### src/rtl/logic_gate_pkg.sv
// Shared gate opcodes and a per-bit reduction helper for the gate-pipe family.
// gate_reduce folds up to GATE_MAX_CH operand bits through the selected gate function.
package logic_gate_pkg;

    localparam logic [2:0] OP_AND  = 3'd0;
    localparam logic [2:0] OP_OR   = 3'd1;
    localparam logic [2:0] OP_XOR  = 3'd2;
    localparam logic [2:0] OP_NAND = 3'd3;
    localparam logic [2:0] OP_NOR  = 3'd4;
    localparam logic [2:0] OP_XNOR = 3'd5;
    localparam logic [2:0] OP_PASS = 3'd6;
    localparam logic [2:0] OP_RSVD = 3'd7;

    localparam int GATE_MAX_CH = 32;

    // Reduces bits[ch-1:0] (one bit column across channels); PASS returns channel 0.
    function automatic logic gate_reduce(input logic [GATE_MAX_CH-1:0] bits,
                                         input int unsigned            ch,
                                         input logic [2:0]             op);
        logic r_and;
        logic r_or;
        logic r_xor;
        logic r;
        r_and = 1'b1;
        r_or  = 1'b0;
        r_xor = 1'b0;
        for (int unsigned i = 0; i < GATE_MAX_CH; i++) begin
            if (i < ch) begin
                r_and = r_and & bits[i];
                r_or  = r_or  | bits[i];
                r_xor = r_xor ^ bits[i];
            end
        end
        case (op)
            OP_AND:  r = r_and;
            OP_OR:   r = r_or;
            OP_XOR:  r = r_xor;
            OP_NAND: r = ~r_and;
            OP_NOR:  r = ~r_or;
            OP_XNOR: r = ~r_xor;
            OP_PASS: r = bits[0];
            default: r = 1'b0;
        endcase
        return r;
    endfunction

endpackage

### src/rtl/logic_gate_stage.sv
// One pipeline register stage: data, error flag and valid bit, all gated by a common enable.
module logic_gate_stage #(
    parameter int WIDTH = 4
) (
    input  logic             clk,
    input  logic             rst_n,
    input  logic             en,
    input  logic             d_valid,
    input  logic [WIDTH-1:0] d_data,
    input  logic             d_err,
    output logic             q_valid,
    output logic [WIDTH-1:0] q_data,
    output logic             q_err
);

    logic             valid_d, valid_q;
    logic [WIDTH-1:0] data_d,  data_q;
    logic             err_d,   err_q;

    always_comb begin
        valid_d = valid_q;
        data_d  = data_q;
        err_d   = err_q;
        if (en) begin
            valid_d = d_valid;
            data_d  = d_data;
            err_d   = d_err;
        end
    end

    always_ff @(posedge clk or negedge rst_n) begin
        if (!rst_n) begin
            valid_q <= 1'b0;
            data_q  <= '0;
            err_q   <= 1'b0;
        end else begin
            valid_q <= valid_d;
            data_q  <= data_d;
            err_q   <= err_d;
        end
    end

    assign q_valid = valid_q;
    assign q_data  = data_q;
    assign q_err   = err_q;

endmodule

### src/rtl/logic_gate_pipe.sv
// Pipelined CH-operand gate reduction with a single global advance and valid/ready handshake.
// Define LOGIC_GATE_PIPE_STATS_EN to add saturating stat_beats / stat_errs output counters.
module logic_gate_pipe
    import logic_gate_pkg::*;
#(
    parameter int WIDTH  = 4,
    parameter int CH     = 2,
    parameter int STAGES = 2
) (
    input  logic                clk,
    input  logic                rst_n,
    input  logic                in_valid,
    output logic                in_ready,
    input  logic [CH*WIDTH-1:0] in_data,
    input  logic [2:0]          in_op,
    output logic                out_valid,
    input  logic                out_ready,
    output logic [WIDTH-1:0]    out_data,
    output logic                out_err
`ifdef LOGIC_GATE_PIPE_STATS_EN
    ,
    output logic [15:0]         stat_beats,
    output logic [15:0]         stat_errs
`endif
);

    logic             adv;
    logic [WIDTH-1:0] red_data;
    logic             red_err;

    logic             vld_pipe [STAGES+1];
    logic [WIDTH-1:0] dat_pipe [STAGES+1];
    logic             err_pipe [STAGES+1];

    always_comb begin
        logic [GATE_MAX_CH-1:0] col;
        red_data = '0;
        col      = '0;
        for (int b = 0; b < WIDTH; b++) begin
            col = '0;
            for (int k = 0; k < CH; k++) col[k] = in_data[k*WIDTH + b];
            red_data[b] = gate_reduce(col, CH, in_op);
        end
    end

    assign red_err = (in_op == OP_RSVD);

    // Whole pipe moves together; it only freezes when a result is waiting on downstream.
    assign adv      = !out_valid || out_ready;
    assign in_ready = adv;

    assign vld_pipe[0] = in_valid;
    assign dat_pipe[0] = red_data;
    assign err_pipe[0] = red_err;

    for (genvar s = 0; s < STAGES; s++) begin : g_stage
        logic_gate_stage #(.WIDTH(WIDTH)) u_stage (
            .clk     (clk),
            .rst_n   (rst_n),
            .en      (adv),
            .d_valid (vld_pipe[s]),
            .d_data  (dat_pipe[s]),
            .d_err   (err_pipe[s]),
            .q_valid (vld_pipe[s+1]),
            .q_data  (dat_pipe[s+1]),
            .q_err   (err_pipe[s+1])
        );
    end

    assign out_valid = vld_pipe[STAGES];
    assign out_data  = dat_pipe[STAGES];
    assign out_err   = err_pipe[STAGES];

`ifdef LOGIC_GATE_PIPE_STATS_EN
    logic        out_hs;
    logic [15:0] beats_d, beats_q;
    logic [15:0] errs_d,  errs_q;

    assign out_hs = out_valid && out_ready;

    always_comb begin
        beats_d = beats_q;
        errs_d  = errs_q;
        if (out_hs && beats_q != 16'hFFFF)            beats_d = beats_q + 16'd1;
        if (out_hs && out_err && errs_q != 16'hFFFF)  errs_d  = errs_q + 16'd1;
    end

    always_ff @(posedge clk or negedge rst_n) begin
        if (!rst_n) begin
            beats_q <= '0;
            errs_q  <= '0;
        end else begin
            beats_q <= beats_d;
            errs_q  <= errs_d;
        end
    end

    assign stat_beats = beats_q;
    assign stat_errs  = errs_q;
`endif

endmodule

### config.mk
export PLATFORM = sky130hd
export DESIGN_NAME = logic_gate_pipe
export DESIGN_NICKNAME = d
export VERILOG_FILES = /design/src/rtl/logic_gate_pkg.sv /design/src/rtl/logic_gate_stage.sv /design/src/rtl/logic_gate_pipe.sv
export SDC_FILE = /design/constraint.sdc
export NUM_CORES = 1
export LEC_CHECK = 0
export CAP_MARGIN = 20
export CORE_UTILIZATION = 45
export DETAILED_ROUTE_END_ITERATION = 10
export PLACE_DENSITY = 0.74
export SYNTH_ARGS = -nofsm -noshare
export SYNTH_HDL_FRONTEND = slang
export SYNTH_SLANG_ARGS = --single-unit
### constraint.sdc
create_clock -name clk -period 1.8 [get_ports clk]
set_input_delay 0.45 -clock clk [delete_from_list [all_inputs] [get_ports clk]]
set_output_delay 0.45 -clock clk [all_outputs]
set_load 0.03 [all_outputs]
==> impl_results.md, run 1 <==
* Outcome: completed
* Slew margin rel. at 65.3%
* WL final at between 1.5 and 2 mm
* F_max at 570 MHz
* Most common flop cell mapped by yosys: dfrtp_1
* Clk Latency, worst-skew pair at 0.27 ns
* Routability cong. at approximately 0.8
* CTS Buffer Depth at 2
* FF/Latch Area at 300 µm²
* DR pass1 iterations at 2
* Top post-synthesis cells by area: dfrtp_1 (33%), ha_1 (11%), nand2_1 (9.9%)
* H-Tree Level Count at 1
* Synth Register Bits at 12
* Final setup fails at 0
* Largest net degree at the start of global routing at 13
* Total CTS buffers at 3
* Number of synthesized flops with an enable pin at 0
* Synth area leader: dfrtp_1
* Top post-synthesis cells by count: nand2_1 (24), dfrtp_1 (12), inv_1 (9)
* Residual DRC at 0
* Placed Cells incl. Taps at about 150
* Sum Neg Setup Slack at 0 ns
* Share of async-settable or async-resettable flops after synthesis at 100%
* Layout Nets at 151
* PortBufs at 21
* Maxcap violations at 0
* Critical path class: in -> out
* Final ANT Viol Nets at 0
* Synth top area share at 33.0%
* Clk sinks at 12
* Post-Syn Instances at 99
* First-pass GRT wire length at 2.79 mm
* CP Data Required Time at 1.35 ns
* Die Wd at approximately 47 µm
* Worst clock skew at between 0.001 and 0.0015 ns
* RSZ-0062 raised after global routing: no
* Synthesized area per cell at roughly 9.2 µm²
* Layout cells sized above 1 at 17.3%
* Overall die height at approximately 47 µm
* Core outline area at 0.00180 mm²
* Via count at 751
* Crit share post-route at 97.5%
* CTS tree: yes
* Die area at 0.00221 mm²
* Rows at 15
* Hpwl dp at 1.38 mm
* WHS at approximately 0.46 ns
* Initial antenna violation count at 0
* Post-DR wirelength/cell at roughly 11 µm
* Maximum fanout along the worst path at 2
* ANT cells at 0
* Worst slew pin tran at 0.519 ns
* Clock transition at the registers of the reported paths at 0.07 ns
* Global Route Usage Sum at 17.9%
* Post-CTS setup buffer count at 0
* Peak VDD IR at about 0.34 mV
* Vias/cell at roughly 4.9
* Initial Utilization at between 50% and 60%
* Overflow after GRT at 0
* CP endpoint kind: output port
* Filler instances at roughly 160
* CTS Hold Bufs at 0
* Register area share after synthesis at between 30% and 40%
* WP data arrival at 1.30 ns
* P&R area growth vs syn at 33.8%
* Final non-filler cell total at 152
* Io pins at 22
* Min Tclk post-route at 1.75 ns
* Pwr Density at 724 mW/mm²
* Vias in the first global route at 675
* Ys Warns at 0
* Synthesized area at 911 µm²
* Post-Syn Nets at 122
* Worst hold path class: reg -> reg
* Area of the multi-input gates at 500 µm²
* Cell variety after synth at 28
* Initial DRC count at 7
* Top-count cell post-synth: nand2_1
* LEAKAGE at around 0.6 nW
* Clk root buf: clkbuf_4
* Worst setup SP type: primary input
* Total power at 0.882 mW
* Fin. max-slew vios at 0
* Final hold vios at 0
==> timing repair <==
action | CTS | global route
setup endpoints to repair | 1 | 2
pin swaps | 0 | 1
gates cloned | 0 | 0
resized for setup | 6 | 2
==> sequential cells by signal, indices dropped and copies added, names as in the netlist <==
signal,flops
g_stage.u_stage.q_valid,2
g_stage.u_stage.q_err,2
g_stage.u_stage.q_data,8
==> where the power goes <==
group	total (mW)	internal [mW]	leakage, nW	switching, mW
clock network	0.207	0.123	0.0210	0.0840
registers	0.342	0.318	0.148	0.0240
logic	0.333	0.162	0.449	0.172
total	0.882	0.603	0.618	0.280
==> final cells by class <==
cell class / instances / share of cell area [%]
Clock buffer: 4 / 2.98
Inverter: 10 / 3.08
Multi-Input combinational cell: 68 / 41.1
Sequential cell: 12 / 24.6
Tap cell: 25 / 2.57
Timing Repair Buffer: 33 / 25.7
==> final timing paths <==
check	start	endpoint	slack, ns	cells after the start
max in group asynchronous	rst_n	g_stage[1].u_stage.q_data[3]$_DFFE_PN0P_	0.93	1
max reg2reg	g_stage[1].u_stage.q_valid$_DFFE_PN0P_	g_stage[0].u_stage.q_data[3]$_DFFE_PN0P_	0.53	5
min reg2reg	g_stage[0].u_stage.q_valid$_DFFE_PN0P_	g_stage[0].u_stage.q_valid$_DFFE_PN0P_	0.46	2
min in group asynchronous	rst_n	g_stage[0].u_stage.q_valid$_DFFE_PN0P_	0.52	1
min	g_stage[0].u_stage.q_valid$_DFFE_PN0P_	g_stage[0].u_stage.q_valid$_DFFE_PN0P_	0.46	2
max	out_ready	in_ready	0.05	4
==> worst max-delay path: stages <==
cell and delay [ns]:
clkdlybuf4s50_1 0.41, nor2b_2 0.15, clkinv_1 0.11, buf_2 0.19
==> metal layers <==
metal	GRT usage [%]	up-vias	part of all wire, %
met3	3.46	2	3.7
met4	6.86	0	0.48
met5	0	-	0
li1	-	388	-
met2	32.5	20	53
met1	20.7	341	43
==> cells in the final DEF (no fill, tap or decap), types with 2 or more instances in the layout <==
cell	count
o21ai_1	2
buf_4	11
nand2b_1	3
nor2_1	5
inv_1	9
dlymetal6s2s_1	2
mux2i_1	7
dfrtp_1	12
mux2_1	2
o211ai_1	2
o221ai_1	4
nand2_1	24
ha_1	8
clkdlybuf4s50_1	18
clkbuf_4	3
==> cell families (layout without fill, tap and decap cells) <==
| family | count (synthesis) | count (layout) | synth area share, % |
|---|---|---|---|
| AO/OA/AOI/OAI | 13 | 13 | 13.6 |
| adder cells (fa/ha/maj) | 8 | 8 | 11.0 |
| buffers and inverters | 19 | 47 | 12.4 |
| flip-flops | 12 | 12 | 33.0 |
| multiplexers | 10 | 10 | 11.8 |
| AND/OR/NAND/NOR | 37 | 37 | 18.3 |
==> per-stage QoR <==
| step | utilization (%) | setup WS [ns] | instance area (µm²) |
|---|---|---|---|
| 5_1_grt | 67.6 | 0.00654 | 1220 |
| 2_1_floorplan | - | 0.233 | 911 |
| 6_report | 67.6 | 0.0456 | 1220 |
| 3_3_place_gp | 65.5 | -0.334 | 1180 |
| 3_5_place_dp | 65.5 | -0.435 | 1180 |
| 4_1_cts | 67.4 | 0.0312 | 1210 |
Power figures use the tool's default switching activity.
==> run 2: changes to the inputs <==
--- a/config.mk
+++ b/config.mk
@@ -5,10 +5,11 @@
 export SDC_FILE = /design/constraint.sdc
 export NUM_CORES = 1
 export LEC_CHECK = 0
+export ABC_AREA = 1
 export CAP_MARGIN = 20
 export CORE_UTILIZATION = 45
 export DETAILED_ROUTE_END_ITERATION = 10
-export PLACE_DENSITY = 0.74
+export DONT_BUFFER_PORTS = 1
 export SYNTH_ARGS = -nofsm -noshare
 export SYNTH_HDL_FRONTEND = slang
 export SYNTH_SLANG_ARGS = --single-unit
==> impl_results.md, run 2 <==
* Final setup fails at 0 (unchanged)
* Rows at 16 (+1)
* Largest family of logic cells by synthesized area: simple AND/OR/NAND/NOR gates
* First-pass GRT wire length at 2.97 mm (+6.7%)
* Total CTS buffers at 3 (unchanged)
* XOR/XNOR Fraction of Synth Area at 0% (unchanged)
* CP endpoint kind: output port
* Clk pwr share at 22.1% (-1.3 points)
* Post-Syn Instances at 144 (+45%)
* Top post-synthesis cells by area: dfrtp_1 (32%), nand2_1 (21%), ha_1 (11%)
* Clock transition at the registers of the reported paths at 0.06 ns (about the same)
* Flop pwr share at 55.0% (+16 points)
* Compound-cell area share of the yosys netlist at 1.32% (-12 points)
* LEAKAGE at 0.578 nW (-6.5%)
* ANT cells at 0 (unchanged)
* Die Wd at 47.9 µm (+2.0%)
* Clk sinks at 12 (unchanged)
* Routability cong. at 0.776 (-0.47%)
* Worst setup SP type: flop
* Final hold vios at 0 (unchanged)
* Synthesized area per cell at 6.59 µm² (-28%)
* Synth Register Bits at 12 (unchanged)
* PortBufs at 0 (-100%)
* Synth Area in Simple Gates at 40.7% (+22 points)
* Clk Latency, worst-skew pair at 0.26 ns (about the same)
* Die area at 0.00230 mm² (+4.1%)
* Fin. max-slew vios at 0 (unchanged)
* Critical path class: reg -> out
* Mux cell area share after synthesis at 0% (-12 points)
* P&R area growth vs syn at 2.24%
* Most common flop cell mapped by yosys: dfrtp_1
* Sum Neg Setup Slack at 0 ns (unchanged)
* Most frequent cells in the layout: nand2_1 (53), inv_1 (22), nor2_1 (13)
* Layout cells sized above 1 at 7.09% (-10 points)
* Maxcap violations at 0 (unchanged)
* Clk root buf: clkbuf_4
* Commonest non-fill, non-tap cell in the layout: nand2_1
* WHS at 0.325 ns (-0.139 ns)
* Post-Syn Nets at 167 (+37%)
* Number of synthesized flops with an enable pin at 0 (unchanged)
* Worst hold path class: in -> reg
* Ys Warns at 0 (unchanged)
* Overflow after GRT at 0 (unchanged)
* Share of async-settable or async-resettable flops after synthesis at 100% (unchanged)
* Synth top area share at 31.6% (-1.3 points)
* Vias in the first global route at 758 (+12%)
* H-Tree Level Count at 1 (unchanged)
* Synthesized area at 950 µm² (+4.3%)
* Post-DR wirelength/cell at 11.0 µm (+0.35%)
* Initial Utilization at 47.9% (-2.6 points)
* Core outline area at 0.00198 mm² (+10%)
* Outcome: completed
* Slew margin rel. at 60.5% (-4.8 points)
* Largest net degree at the start of global routing at 15 (+2)
* CTS tree: yes
* CTS Buffer Depth at 2 (unchanged)
* Cell variety after synth at 16 (-43%)
* Register area share after synthesis at 31.6% (-1.3 points)
* WP data arrival at 1.18 ns (-0.12 ns)
* Adder-cell share of the synthesized area at 10.5% (-0.45 points)
* Worst clock skew at 0.00119 ns (+0.0000227 ns)
* Layout Nets at 166 (+9.9%)
* Final ANT Viol Nets at 0 (unchanged)
* F_max at 615 MHz (+7.9%)
* Min Tclk post-route at 1.63 ns (-0.128 ns)
* Hpwl dp at 1.43 mm (+3.1%)
* Initial antenna violation count at 0 (unchanged)
* Residual DRC at 0 (unchanged)
* Vias/cell at 4.86 (-1.7%)
* Io pins at 22 (unchanged)
* Combinational group share of total power at 22.9% (-15 points)
* Sw power at 0.251 mW (-10%)
* Post-CTS setup buffer count at 0 (unchanged)
* Maximum fanout along the worst path at 13 (+11)
* WL final at 1.84 mm (+11%)
* P_int at 0.448 mW (-26%)
* CP Data Required Time at 1.35 ns (about the same)
* Via count at 816 (+8.7%)
* Worst slew pin tran at 0.593 ns (+0.0733 ns)
* Synth area leader: dfrtp_1
* Largest register FFs at 8 (unchanged)
* Sw frac at 36.0% (+4.3 points)
* Global Route Usage Sum at 18.3% (+0.41 points)
* DR pass1 iterations at 4 (+2)
* Top-count cell post-synth: nand2_1
* Initial DRC count at 11 (+4)
* Pwr Density at 720 mW/mm² (-0.57%)
* RSZ-0062 raised after global routing: no
* Crit share post-route at 90.4% (-7.1 points)
* Top post-synthesis cells by count: nand2_1 (53), inv_1 (22), nor2_1 (13)
* Peak VDD IR at 0.495 mV (+45%)
* Overall die height at 47.9 µm (+2.0%)
## run 2: what timing repair did
| item | in CTS | in global routing |
|---|---|---|
| endpoints found under the hold margin | 12 | 0 |
| resized for setup | 0 | 0 |
| hold buffers | 1 | 0 |
## run 2: path summary, 6_finish.rpt
| kind | from | slack (ns) | cells after the start | end |
|---|---|---|---|---|
| max | g_stage[1].u_stage.q_valid$_DFFE_PN0P_ | 0.17 | 3 | in_ready |
| min | in_valid | 0.33 | 2 | g_stage[0].u_stage.q_valid$_DFFE_PN0P_ |
| max in group asynchronous | rst_n | 0.84 | 1 | g_stage[0].u_stage.q_valid$_DFFE_PN0P_ |
| min in group asynchronous | rst_n | 0.60 | 1 | g_stage[0].u_stage.q_data[1]$_DFFE_PN0P_ |
| max reg2reg | g_stage[1].u_stage.q_valid$_DFFE_PN0P_ | 0.58 | 4 | g_stage[0].u_stage.q_valid$_DFFE_PN0P_ |
| min reg2reg | g_stage[0].u_stage.q_valid$_DFFE_PN0P_ | 0.45 | 2 | g_stage[1].u_stage.q_valid$_DFFE_PN0P_ |
## run 2: critical path: stages (launching register included)
cell,delay [ns]
dfrtp_1,0.38
inv_1,0.05
nor2_1,0.04
inv_1,0.44
## run 2: power groups by stage
stage / combinational (mW) / clock [mW] / sequential (mW)
5_1_grt: 0.189 / 0.176 / 0.392
6_report: 0.160 / 0.155 / 0.384
2_1_floorplan: 0.194 / 0 / 0.349
3_3_place_gp: 0.151 / 0 / 0.388
3_5_place_dp: 0.155 / 0 / 0.390
4_1_cts: 0.163 / 0.163 / 0.386
## run 2: cells by family (layout without fill, tap and decap cells)
logic type      count (synthesis)  in the layout
simple gates                   89             89
flops                          12             12
compound gates                  2              2
buf+inv                        33             30
fa+ha+maj                       8              8
## run 2: final cells by class
cell class | count | area (µm²)
Tap cell | 27 | 33.8
Fill cell | 215 | 1010
Timing Repair Buffer | 3 | 25.0
Multi-Input combinational cell | 99 | 499
Inverter | 24 | 90.1
Sequential cell | 12 | 300
Clock buffer | 3 | 22.5
## run 2: stage by stage
| stage | setup WS, ns | area (µm²) | power [mW] | utilization (%) | std cells |
|---|---|---|---|---|---|
| 2_1_floorplan | 0.363 | 950 | 0.543 | - | 144 |
| 3_3_place_gp | 0.450 | 938 | 0.539 | 47.3 | 164 |
| 3_5_place_dp | 0.439 | 938 | 0.545 | 47.3 | 164 |
| 4_1_cts | 0.169 | 971 | 0.711 | 49.0 | 168 |
| 5_1_grt | 0.0930 | 971 | 0.757 | 49.0 | 168 |
| 6_report | 0.174 | 971 | 0.699 | 49.0 | 168 |
## run 2: routing by layer
layer  part of all wire (%)  wire length, µm  global-route usage [%]
met1                     48              885                    21.1
met2                     48              877                    32.4
met3                    4.1               76                    7.17
met4                      0                0                    3.33
met5                      0                0                       0
==> run 3: changes to the inputs <==
--- a/config.mk
+++ b/config.mk
@@ -10,6 +10,7 @@
 export CORE_UTILIZATION = 45
 export DETAILED_ROUTE_END_ITERATION = 10
 export DONT_BUFFER_PORTS = 1
+export SLEW_MARGIN = 20
 export SYNTH_ARGS = -nofsm -noshare
 export SYNTH_HDL_FRONTEND = slang
 export SYNTH_SLANG_ARGS = --single-unit
==> constraint.sdc (replaced) <==
create_clock -name clk -period 1.8 [get_ports clk]
set_input_delay 0.36 -clock clk [delete_from_list [all_inputs] [get_ports clk]]
set_output_delay 0.36 -clock clk [all_outputs]
set_load 0.03 [all_outputs]
==> impl_results.md, run 3 (synthesis gave the netlist of run 2 again) <==
* Setup WS post-layout at 0.439 ns (+0.266 ns)
* Peak VDD IR at 0.516 mV (+4.3%)
* Initial Utilization at 47.9% (unchanged)
* CTS Buffer Depth at 2 (unchanged)
* Hpwl dp at 1.36 mm (-4.8%)
* Via count at 828 (+1.5%)
* Final setup fails at 0 (unchanged)
* Clk pwr share at 22.6% (+0.5 points)
* Outcome: completed
* CTS resizes at 0 (unchanged)
* R2r startpoint: g_stage[1].u_stage.q_valid$_DFFE_PN0P_
* H-Tree Level Count at 1 (unchanged)
* Sw frac at 36.1% (+0.13 points)
* Clk root buf: clkbuf_4
* Core outline area at 0.00198 mm² (unchanged)
* Reg-to-reg slack, setup at 0.82 ns (+0.24 ns)
* PortBufs at 0 (unchanged)
* Most frequent cells in the layout: nand2_1 (53), inv_1 (22), nor2_1 (13)
* Flop pwr share at 54.4% (-0.6 points)
* Commonest non-fill, non-tap cell in the layout: nand2_1
* Worst Hold Launch: in_valid
* Fin. max-slew vios at 0 (unchanged)
* Sw power at 0.254 mW (+1.2%)
* Pre-CTS setup slack at 0.592 ns (+0.152 ns)
* Slowest-stage cell, CP: dfrtp_1
* Hold Path Depth at 2 (unchanged)
* CP most frequent cell: inv_1
* Pwr Density at 720 mW/mm² (about the same)
* Worst slew pin tran at 0.556 ns (-0.0369 ns)
* Max stage delay on crit path at 0.34 ns (-0.10 ns)
* WHS at 0.217 ns (-0.108 ns)
* Final ANT Viol Nets at 0 (unchanged)
* CP endpoint kind: output port
* Initial DRC count at 5 (-6)
* Worst reg2reg path depth at 6 (+2)
* Worst hold path class: in -> reg
* P_int at 0.450 mW (+0.59%)
* WL final at 1.78 mm (-3.5%)
* Vias in the first global route at 708 (-6.6%)
* CP delay by family, top: flip-flops
* LEAKAGE at 0.583 nW (+0.79%)
* WP data arrival at 1.00 ns (-0.18 ns)
* Maximum fanout along the worst path at 13 (unchanged)
* Critical path class: reg -> out
* Layout Nets at 167 (+0.60%)
* Largest net degree at the start of global routing at 15 (unchanged)
* Hold Crit Endpoint: g_stage[0].u_stage.q_valid$_DFFE_PN0P_
* Crit share post-route at 75.6% (-15 points)
* Combinational group share of total power at 23.0% (about the same)
* CTS tree: yes
* ANT cells at 0 (unchanged)
* Die Wd at 47.9 µm (unchanged)
* Global Route Usage Sum at 17.6% (-0.79 points)
* F_max at 735 MHz (+20%)
* Slew margin rel. at 62.8% (+2.4 points)
* Layout cells sized above 1 at 7.75% (+0.65 points)
* Worst setup SP type: flop
* Final hold vios at 0 (unchanged)
* Cell Chain, Critical Path: inv_1, nor2_1, inv_1, buf_4
* Overflow after GRT at 0 (unchanged)
* RSZ-0062 raised after global routing: no
* Routability cong. at 0.751 (-3.2%)
* Post-DR wirelength/cell at 10.5 µm (-4.0%)
* Residual DRC at 0 (unchanged)
* Rows at 16 (unchanged)
* Clock transition at the registers of the reported paths at 0.07 ns (about the same)
* First-pass GRT wire length at 2.79 mm (-6.0%)
* Critical path buffer and inverter count at 3 (+1)
* CP Data Required Time at 1.44 ns (+0.09 ns)
* Initial antenna violation count at 0 (unchanged)
* RR Endpoint: g_stage[0].u_stage.q_valid$_DFFE_PN0P_
* Total CTS buffers at 3 (unchanged)
* Min Tclk post-route at 1.36 ns (-0.266 ns)
* Largest register FFs at 8 (unchanged)
* P&R area growth vs syn at 3.03%
* Sum Neg Setup Slack at 0 ns (unchanged)
* Maxcap violations at 0 (unchanged)
* DR pass1 iterations at 4 (unchanged)
* Vias/cell at 4.90 (+0.87%)
* Io pins at 22 (unchanged)
* Overall die height at 47.9 µm (unchanged)
* Clk Latency, worst-skew pair at 0.26 ns (about the same)
* Worst clock skew at 0.00178 ns (+0.000594 ns)
* Clk sinks at 12 (unchanged)
* Die area at 0.00230 mm² (unchanged)
run 3: cell types whose count changed in the layout (fill, tap and decap cells not counted), sizes merged:
cell	previous run	this run
buf	2	3
run 3: what timing repair did:
item | CTS | global route
setup endpoints to repair | 0 | 0
hold buffers | 1 | 0
buffers inserted | 0 | 0
endpoints found under the hold margin | 12 | 0
run 3: final cells by class:
type | count | area [µm²]
Clock buffer | 3 | 22.5
Fill cell | 213 | 1000
Multi-Input combinational cell | 99 | 499
Inverter | 24 | 90.1
Tap cell | 27 | 33.8
Timing Repair Buffer | 4 | 32.5
Sequential cell | 12 | 300
run 3: worst max path at each step:
stage | startpoint | to | cells after the start
after global routing | g_stage[1].u_stage.q_valid$_DFFE_PN0P_ | in_ready | 4
after CTS | g_stage[1].u_stage.q_valid$_DFFE_PN0P_ | in_ready | 4
after detailed placement | in_data[0] | g_stage[0].u_stage.q_data[0]$_DFFE_PN0P_ | 9
final | g_stage[1].u_stage.q_valid$_DFFE_PN0P_ | in_ready | 4
after floorplan | g_stage[1].u_stage.q_valid$_DFFE_PN0P_ | in_ready | 4
after global placement | in_data[0] | g_stage[0].u_stage.q_data[0]$_DFFE_PN0P_ | 9
run 3: per-stage QoR:
step / area, µm² / power, mW / instances / utilization (%)
after floorplan: 950 / 0.543 / 144 / -
after global placement: 946 / 0.542 / 165 / 47.7
after detailed placement: 946 / 0.545 / 165 / 47.7
after CTS: 978 / 0.714 / 169 / 49.4
after global routing: 978 / 0.762 / 169 / 49.4
final: 978 / 0.704 / 169 / 49.4
run 3: power by group through the flow:
stage | Sequential (mW) | Clock [mW] | Combinational, mW
floorplan | 0.349 | 0 | 0.194
global placement | 0.388 | 0 | 0.154
detailed placement | 0.389 | 0 | 0.156
CTS | 0.384 | 0.166 | 0.164
global route | 0.390 | 0.181 | 0.191
finish | 0.383 | 0.159 | 0.162
run 3: worst register-to-register path: cells and delay by family, from the launching register on:
kind / cells / cell delay, ns
AND/OR/NAND/NOR: 2 / 0.18
AO/OA/AOI/OAI: 1 / 0.06
buffers and inverters: 3 / 0.29
flip-flops: 1 / 0.34
run 3: routing by layer:
layer  part of all wire, %  vias to the layer above  global-route usage, %
met4                     0                        0                   3.33
li1                      -                      435                      -
met5                     0                        -                      0
met1                    49                      379                   22.1
met2                    48                       14                   29.5
met3                   3.0                        0                   5.66
